`src/rtl/alu_pkg.sv`:
```
// Shared opcode and FSM state types for the handshaked sequential ALU.
package alu_pkg;

    typedef enum logic [2:0] {
        OP_ADD  = 3'b000,
        OP_SUB  = 3'b001,
        OP_AND  = 3'b010,
        OP_OR   = 3'b011,
        OP_XOR  = 3'b100,
        OP_SLT  = 3'b101,
        OP_MUL  = 3'b110,
        OP_RSVD = 3'b111
    } op_t;

    typedef enum logic [1:0] {
        S_IDLE = 2'd0,
        S_MUL  = 2'd1,
        S_DONE = 2'd2
    } state_t;

endpackage

```
`src/rtl/alu_core.sv`:
```
// Combinational single-cycle ALU unit: result, carry/not-borrow and signed overflow.
module alu_core
    import alu_pkg::*;
#(
    parameter int WIDTH = 16
) (
    input  op_t              op_i,
    input  logic [WIDTH-1:0] a_i,
    input  logic [WIDTH-1:0] b_i,
    output logic [WIDTH-1:0] y_o,
    output logic             cout_o,
    output logic             ovf_o
);

    logic [WIDTH:0] add_s;
    logic [WIDTH:0] sub_s;

    assign add_s = {1'b0, a_i} + {1'b0, b_i};
    // Carry out of a + ~b + 1 is the unsigned "a >= b" flag.
    assign sub_s = {1'b0, a_i} + {1'b0, ~b_i} + {{WIDTH{1'b0}}, 1'b1};

    always_comb begin
        y_o    = '0;
        cout_o = 1'b0;
        ovf_o  = 1'b0;
        case (op_i)
            OP_ADD: begin
                y_o    = add_s[WIDTH-1:0];
                cout_o = add_s[WIDTH];
                ovf_o  = (a_i[WIDTH-1] == b_i[WIDTH-1]) && (add_s[WIDTH-1] != a_i[WIDTH-1]);
            end
            OP_SUB: begin
                y_o    = sub_s[WIDTH-1:0];
                cout_o = sub_s[WIDTH];
                ovf_o  = (a_i[WIDTH-1] != b_i[WIDTH-1]) && (sub_s[WIDTH-1] != a_i[WIDTH-1]);
            end
            OP_AND:  y_o = a_i & b_i;
            OP_OR:   y_o = a_i | b_i;
            OP_XOR:  y_o = a_i ^ b_i;
            OP_SLT:  y_o = {{(WIDTH-1){1'b0}}, ($signed(a_i) < $signed(b_i))};
            default: y_o = '0;
        endcase
    end

endmodule

```
`src/rtl/alu_seq.sv`:
```
// Handshaked ALU: registered single-cycle ops plus a WIDTH-step shift-add unsigned multiply.
module alu_seq
    import alu_pkg::*;
#(
    parameter int WIDTH = 16
) (
    input  logic             clk,
    input  logic             reset,
    input  logic             in_valid,
    output logic             in_ready,
    input  logic [2:0]       op,
    input  logic [WIDTH-1:0] i0,
    input  logic [WIDTH-1:0] i1,
    output logic             out_valid,
    input  logic             out_ready,
    output logic [WIDTH-1:0] o,
    output logic [WIDTH-1:0] o_hi,
    output logic             cout,
    output logic             ovf,
    output logic             zero,
    output logic             err
);

    localparam int CNT_W = (WIDTH > 2) ? $clog2(WIDTH) : 1;
    localparam logic [CNT_W-1:0] CNT_LAST = CNT_W'(WIDTH - 1);

    state_t           state_q;
    logic [WIDTH-1:0] mcand_q, acc_q, mplr_q;
    logic [CNT_W-1:0] cnt_q;
    logic [WIDTH-1:0] o_q, o_hi_q;
    logic             cout_q, ovf_q, zero_q, err_q;

    op_t              op_in;
    logic             accept;
    logic [WIDTH-1:0] core_y;
    logic             core_cout, core_ovf;
    logic [WIDTH:0]   step_sum;
    logic [WIDTH-1:0] acc_d, mplr_d;

    assign op_in     = op_t'(op);
    assign in_ready  = (state_q == S_IDLE) || ((state_q == S_DONE) && out_ready);
    assign accept    = in_valid && in_ready;
    assign out_valid = (state_q == S_DONE);

    assign o    = o_q;
    assign o_hi = o_hi_q;
    assign cout = cout_q;
    assign ovf  = ovf_q;
    assign zero = zero_q;
    assign err  = err_q;

    alu_core #(.WIDTH(WIDTH)) u_core (
        .op_i   (op_in),
        .a_i    (i0),
        .b_i    (i1),
        .y_o    (core_y),
        .cout_o (core_cout),
        .ovf_o  (core_ovf)
    );

    // One shift-add step: the carry of the partial add shifts into the accumulator MSB.
    assign step_sum = {1'b0, acc_q} + {1'b0, (mplr_q[0] ? mcand_q : {WIDTH{1'b0}})};
    assign acc_d    = step_sum[WIDTH:1];
    assign mplr_d   = {step_sum[0], mplr_q[WIDTH-1:1]};

    always_ff @(posedge clk or posedge reset) begin
        if (reset) begin
            state_q <= S_IDLE;
            mcand_q <= '0;
            acc_q   <= '0;
            mplr_q  <= '0;
            cnt_q   <= '0;
            o_q     <= '0;
            o_hi_q  <= '0;
            cout_q  <= 1'b0;
            ovf_q   <= 1'b0;
            zero_q  <= 1'b0;
            err_q   <= 1'b0;
        end else begin
            case (state_q)
                S_IDLE, S_DONE: begin
                    if (accept) begin
                        if (op_in == OP_MUL) begin
                            state_q <= S_MUL;
                            mcand_q <= i0;
                            mplr_q  <= i1;
                            acc_q   <= '0;
                            cnt_q   <= '0;
                        end else begin
                            state_q <= S_DONE;
                            o_q     <= core_y;
                            o_hi_q  <= '0;
                            cout_q  <= core_cout;
                            ovf_q   <= core_ovf;
                            zero_q  <= (core_y == '0);
                            err_q   <= (op_in == OP_RSVD);
                        end
                    end else if (state_q == S_DONE && out_ready) begin
                        state_q <= S_IDLE;
                    end
                end
                S_MUL: begin
                    acc_q  <= acc_d;
                    mplr_q <= mplr_d;
                    cnt_q  <= cnt_q + CNT_W'(1);
                    if (cnt_q == CNT_LAST) begin
                        state_q <= S_DONE;
                        o_q     <= mplr_d;
                        o_hi_q  <= acc_d;
                        cout_q  <= 1'b0;
                        ovf_q   <= 1'b0;
                        zero_q  <= ({acc_d, mplr_d} == '0);
                        err_q   <= 1'b0;
                    end
                end
                default: state_q <= S_IDLE;
            endcase
        end
    end

endmodule

```
`config.mk`:
```
export PLATFORM = sky130hd
export DESIGN_NAME = alu_seq
export DESIGN_NICKNAME = d
export VERILOG_FILES = /design/src/rtl/alu_pkg.sv /design/src/rtl/alu_core.sv /design/src/rtl/alu_seq.sv
export SDC_FILE = /design/constraint.sdc
export NUM_CORES = 1
export LEC_CHECK = 0
export CORE_MARGIN = 2
export CORE_UTILIZATION = 45
export DETAILED_ROUTE_END_ITERATION = 7
export PLACE_DENSITY = 0.68
export SYNTH_ARGS = -nofsm -noshare
export SYNTH_HDL_FRONTEND = slang
export SYNTH_SLANG_ARGS = --single-unit
```
`constraint.sdc`:
```
create_clock -name clk -period 4 [get_ports clk]
set_input_delay 0.8 -clock clk [delete_from_list [all_inputs] [get_ports clk]]
set_output_delay 0.8 -clock clk [all_outputs]
set_load 0.02 [all_outputs]
```
==> impl_metrics.yaml <==
logic_synthesis:
  synthTopCellsByArea: "dfrtp_1, ha_1, nand2_1"
  yosys_register_bits: 90
  synthAdderAreaFrac_pct: 13.10
  synth-seq-area-share_pct: 31.51
  yosys.area_share.simple_pct: 17.56
  syn_inst: 844
  synth_top_area_share_pct: 31.51
  synth_mux_area_share_pct: 5.462
  yosysWarnings: 0
  synth.distinct_cells: 79
  netlist.top_cell.by_area: "dfrtp_1"
  synth_edf_count: 0
  postSynthAreaPerCell_um2: 8.468
  synth_top_family_by_area: "compound AO/OA/AOI/OAI gates"
  syn-num-nets: 956
  async_reset_ff_share_pct: 100.0
  ys.flop_type: "dfrtp_1"
  synth-xor-area-share_pct: 2.328
  synth_area_um2: 7147
  synth_compound_area_share_pct: 24.47
cts:
  cts.sinks: 90
  postCtsSetupBuffers: 0
  clk_latency_ps: 350
  numCtsBuffers: 9
  tritoncts: "built"
  cts_root_buffer: "clkbuf_16"
  h-tree-depth: 3
  ctsResizeCount: 0
  cts_buffer_depth: 2
  clk_pin_slew_ps: 70
  hold_buffers: 0
sta:
  finalHoldViolCount: 0
  rsz0062_at_grt: "false"
  worst_slew_pin_slew_ps: 679.5
  holdWs_ps: 473.0
  post-route-period-util_pct: 93.90
  relSlewSlack_pct: 53.53
  setup_viol: 0
  tns_ps: 0
  finalClockSkew_ps: 8.392
  final_max_slew_viol_count: 0
  period_minus_slack_ps: 3756
  fmax_mhz: 266.3
grt:
  antenna_found_initial: 0
  grt_pass1_vias: 6326
  grt_max_degree: 91
  grt-ovfl-total: 0
  grtUsageTotal_pct: 25.32
  grt_pass1_wl_um: 33330
route:
  wirelength_um: 20760
  ant_nets: 0
  dr_total_vias: 6647
  viasPerCell: 5.638
  drt_first_pass_iters: 5
  drc: 0
  wl_per_cell_um: 17.60
  drt-initial-drc-count: 439
place:
  place_area_um2: 8553
  place_inst: 1163
  place.gp.congestion: 0.9551
  io_buffers: 76
  dp_hpwl_um: 16170
critical_path:
  cpPeakStageDelay_ps: 480
  end_kind: "flip-flop"
  cpMostUsedCell: "a2111oi_0"
  reg2reg_depth: 14
  r2r_slack_ps: 410
  crit_type: "input pin to flip-flop"
  setup.worst_path.start_class: "input pin"
  timing.rr.end: "zero$_DFFE_PP0P_"
  cp_max_fo: 6
  required_ps: 4230
  cp_slowest_cell: "clkdlybuf4s50_1"
  crit_chain: "clkdlybuf4s50_1 -> inv_1 -> ha_1 -> nor2b_1 -> a2111oi_0 -> buf_4 -> nand4_1 -> a31oi_1 -> a2111oi_0 -> o21ai_1 -> and4b_1 -> a221o_1"
  crit_buf_inv: 3
  critical_path_arrival_ps: 3980
  critPathTopFamily: "compound AO/OA/AOI/OAI gates"
  crit-reg2reg-launch: "mplr_q[0]$_DFFE_PP0P_"
floorplanning:
  initial_utilization_pct: 45.48
  fp.dieW_um: 130.0
  die_h_um: 130.0
  dieArea_um2: 16910
  rows: 46
  core_um2: 15710
  ios: 77
final_layout:
  layout-drive-gt1-share_pct: 12.56
  final_cells: 1179
  fin_nets: 1070
  final_cell_area_um2: 8845
  fin_util_pct: 56.29
  synthToLayoutAreaGrowth_pct: 23.76
  layout_commonest_cell: "nand2_1"
  diodes: 0
  final_cell_mix: "nand2_1, dfrtp_1, clkdlybuf4s50_1"
worst_hold_path:
  holdCritStartpoint: "o_hi[7]$_DFFE_PP0P_"
  holdPathEnd: "o_hi[7]$_DFFE_PP0P_"
  min_path_cells: 2
  hold_path.class: "flip-flop to flip-flop"
power:
  irDropWorstVdd_v: 0.0002620
  cellLeakagePower_nw: 4.069
  power.density_nw_per_um2: 443.9
job:
  drv_cap: 0
outcome:
  status: "finished, final reports clean"
==> how the worst max path moves through the flow <==
stage / start / endpoint / slack, ps / depth (start not counted)
after global routing: i1[6] / zero$_DFFE_PP0P_ / 30 / 12
after floorplan: mplr_q[0]$_DFFE_PP0P_ / zero$_DFFE_PP0P_ / 660 / 15
final: i1[6] / zero$_DFFE_PP0P_ / 240 / 12
after detailed placement: i1[6] / zero$_DFFE_PP0P_ / -90 / 12
after CTS: i1[6] / zero$_DFFE_PP0P_ / 260 / 12
after global placement: i1[6] / zero$_DFFE_PP0P_ / 40 / 12
==> power breakdown <==
part	total (mW)	internal [mW]	switching, mW	leakage (nW)
clock network	0.833	0.439	0.394	0.145
registers	1.40	1.18	0.223	1.16
logic	1.70	0.762	0.933	2.77
==> state kept, by name (all words and copies together) (netlist names) <==
register	count
cout	1
acc_q	16
mcand_q	16
cnt_q	4
o	16
o_hi	16
mplr_q	16
state_q	2
ovf	1
err	1
zero	1
==> routing by layer <==
layer / GRT usage (%) / part of all wire [%]
met1: 35.78 / 46
met2: 40.34 / 46
met3: 3.239 / 5.5
met4: 8.412 / 2.6
met5: 0 / 0
==> cell type report <==
type | count | area [um^2]
fillers | 1469 | 6868
clock inverters | 7 | 66.31
inverters | 60 | 226.5
flip-flops and latches | 90 | 2252
repair buffers | 146 | 1299
multi-input cells | 651 | 4506
well taps | 216 | 270.3
clock buffers | 9 | 225.2
==> stage by stage <==
stage | setup slack (ps) | power (mW)
4_1_cts | 263.6 | 3.938
5_1_grt | 25.46 | 4.199
3_3_place_gp | 42.69 | 3.066
6_report | 244.1 | 3.926
2_1_floorplan | 663.2 | 2.481
3_5_place_dp | -92.06 | 3.094
==> cell usage after synthesis (11+ instances only) <==
| master | instances |
|---|---|
| nand2_1 | 98 |
| dfrtp_1 | 90 |
| ha_1 | 70 |
| o21ai_0 | 64 |
| inv_1 | 59 |
| a21oi_1 | 58 |
| nor2_1 | 57 |
| clkbuf_1 | 32 |
| mux2i_1 | 21 |
| and2_1 | 18 |
| a21o_1 | 16 |
| mux2_2 | 16 |
| a22oi_1 | 14 |
| a211oi_1 | 12 |
| nor2b_1 | 12 |
| nor3_1 | 12 |
| xnor2_1 | 12 |
| nand2b_1 | 11 |
==> tightest hold or removal path, cell delays in order (launching register included) <==
cell,delay [ps]
dfrtp_1,340
nand2_1,50
o31ai_1,50
==> kinds of logic after synthesis <==
kind of cell / count (synthesis)
AO/OA/AOI/OAI: 264
AND/OR/NAND/NOR: 258
buffers and inverters: 103
flip-flops: 90
adder cells (fa/ha/maj): 73
multiplexers: 37
XOR/XNOR: 19
Power figures use the tool's default switching activity.
==> variant: new RTL, config.mk and constraints unchanged <==
Reset style: synchronous (`reset`), changed in one clocked block.
--- a/src/rtl/alu_seq.sv
+++ b/src/rtl/alu_seq.sv
@@ -63,7 +63,7 @@
     assign acc_d    = step_sum[WIDTH:1];
     assign mplr_d   = {step_sum[0], mplr_q[WIDTH-1:1]};
 
-    always_ff @(posedge clk or posedge reset) begin
+    always_ff @(posedge clk) begin
         if (reset) begin
             state_q <= S_IDLE;
             mcand_q <= '0;
Formal check against the unedited RTL: differs if reset is asserted again (counterexample within 4 cycles, from zero or initial values and one cycle with reset high); with reset held inactive, the same outputs for 10 cycles.
==> variant against the original RTL <==
  * The flow now finishes with violations (setup timing)
  * Synthesized cell count rose by 17%
  * Design area rose by 4.7%
  * Area after synthesis fell by 1.2%
  * Register-to-register slack got worse by 0.51 ns
  * Routed wire length rose by 11%
  * Cell count rose by 16%
  * Sequential cell count did not move
  * Via count rose by 17%
  * Core utilization rose by 4.4 points
  * Sequential share of layout area fell by 6.0 points
  * First-iteration DRC count rose by 33%
  * Worst setup slack got worse by 0.34 ns
  * Global-route usage rose by 2.6 points
  * Critical path type is now flip-flop to flip-flop
  * Largest cell class unchanged
Power is not compared: it rests on default switching activity, and its combinational part moved more than twofold at a synthesized area within 25%.
==> variant: results (changes against the original RTL) <==
[critical_path]
max_stage_delay_ns = 0.52  ; +0.04 ns
cp.arrival_ns = 4.36  ; +0.38 ns
startpoint_type = flip-flop
cp_slowest_cell = or4_1
critPathMaxFanout = 15  ; +9
critPathTopFamily = simple AND/OR/NAND/NOR gates
r2r-start = mplr_q[0]$_SDFFE_PP0P_

[yosys]
synth_cells = 984  ; +17%
synth-seq-area-share_pct = 25.5  ; -6.0 points
synth_xor_area_share_pct = 1.86  ; -0.47 points
synthMuxAreaShare_pct = 0.425  ; -5.0 points
synth_compound_area_share_pct = 27.1  ; +2.7 points
yosys-top-cells-area = dfxtp_1 26%, ha_1 12%, nand2_1 7.8%
yosysWarningCount = 0  ; unchanged
syn-num-nets = 1096  ; +15%
ys_types = 65  ; -18%
async_reset_ff_share_pct = 0  ; -100 points
synth_fa_ha_area_share_pct = 13.2  ; +0.15 points
synth_top_area_share_pct = 25.5  ; -6.0 points
synth_commonest_cells = 147 x nand2_1, 108 x a21oi_1, 102 x nor2_1

[placed_design]
port_buffers = 76  ; unchanged
gp_congestion = 0.949  ; -0.62%
dpl.hpwl_mm = 17.8  ; +10%
post-place-ws_ns = -0.620  ; -0.528 ns
dp_cells = 1350  ; +16%

[route]
wire_per_inst_um = 16.8  ; -4.4%
drt_iter0_markers = 582  ; +33%
vias = 7796  ; +17%
dr.pass1.iters = 6  ; +1

[finish]
fillers = 1462  ; -0.48%
final_cells = 1366  ; +16%
drive_gt1_share_pct = 15.5  ; +2.9 points
antenna_cells = 0  ; unchanged
fin_nets = 1262  ; +18%

[worst_hold_path]
worstHoldStart = mcand_q[9]$_SDFFE_PP0P_

[sta]
setup_viol = 1  ; +1
setup_ws_ns = -0.0981  ; -0.342 ns
hold_viol_final = 0  ; unchanged
tightest_slew_ns = 1.21  ; +0.535 ns
worst_clock_skew_ns = 0.00873  ; +0.000343 ns

[cts]
htreeDepth = 3  ; unchanged
root_buffer = clkbuf_16
numCtsBuffers = 9  ; unchanged

[power_and_ir_drop]
pwr_density_cell_nw_per_um2 = 265
pwr-share-seq_pct = 38.4

[grt]
grt_pass1_vias = 7158  ; +13%
grt_pass1_wl_mm = 36.8  ; +11%
grt_max_degree = 54  ; -41%
track_usage_pct = 28.0  ; +2.6 points
grt_antenna_before_repair = 0  ; unchanged

[status]
violations = setup timing
status = finished, violations left

variant: cell type report:
cell class,instances,area share (%)
Timing Repair Buffer,217,19.7
Inverter,55,2.23
Multi-Input combinational cell,777,52.8
Clock buffer,11,2.51
Tap cell,211,2.85
Sequential cell,90,19.4
Clock inverter,5,0.432
variant: kinds of logic after synthesis:
logic type / after synthesis
buffers and inverters: 117
DFF: 90
muxes: 3
AOI/OAI and AO/OA: 291
and+or+nand+nor: 395
adders and majority gates: 73
xor gates and xnor gates: 15
variant: final timing paths:
| check | slack, ns | depth (start not counted) | end |
|---|---|---|---|
| worst max register to register | -0.1 | 14 | zero$_SDFFE_PP0P_ |
| worst min register to register | 0.45 | 2 | mcand_q[9]$_SDFFE_PP0P_ |
| worst min-delay path | 0.45 | 2 | mcand_q[9]$_SDFFE_PP0P_ |
| worst max-delay path | -0.1 | 14 | zero$_SDFFE_PP0P_ |
variant: tightest hold or removal path: cells and delay by family, from the launching register on:
family	cells	cell delay (ns)
AND/OR/NAND/NOR	1	0.05
flip-flops	1	0.31
AO/OA/AOI/OAI	1	0.05
variant: per-stage QoR:
step	utilization [%]	setup TNS, ns	instance area (um^2)	hold WS, ns
after detailed placement	58.5	-1.99	8930	0.443
after floorplan	-	0	7070	0.432
after global placement	58.5	-1.64	8930	0.438
after CTS	60.4	-0.0781	9220	0.452
after global routing	60.7	-0.327	9260	0.477
final	60.7	-0.0981	9260	0.450
variant: repair_timing:
action / CTS / global route
pin swaps: 1 / 0
endpoints found under the setup margin: 1 / 6
setup buffers: 0 / 0
gates resized for setup: 4 / 8
variant: layer usage:
layer	vias to the layer above	track usage, %	share of wire [%]
met4	0	10.7	4.1
met3	54	5.04	5.9
met5	-	0	0
met1	3631	39.2	46
li1	3831	-	-
met2	280	42.8	44
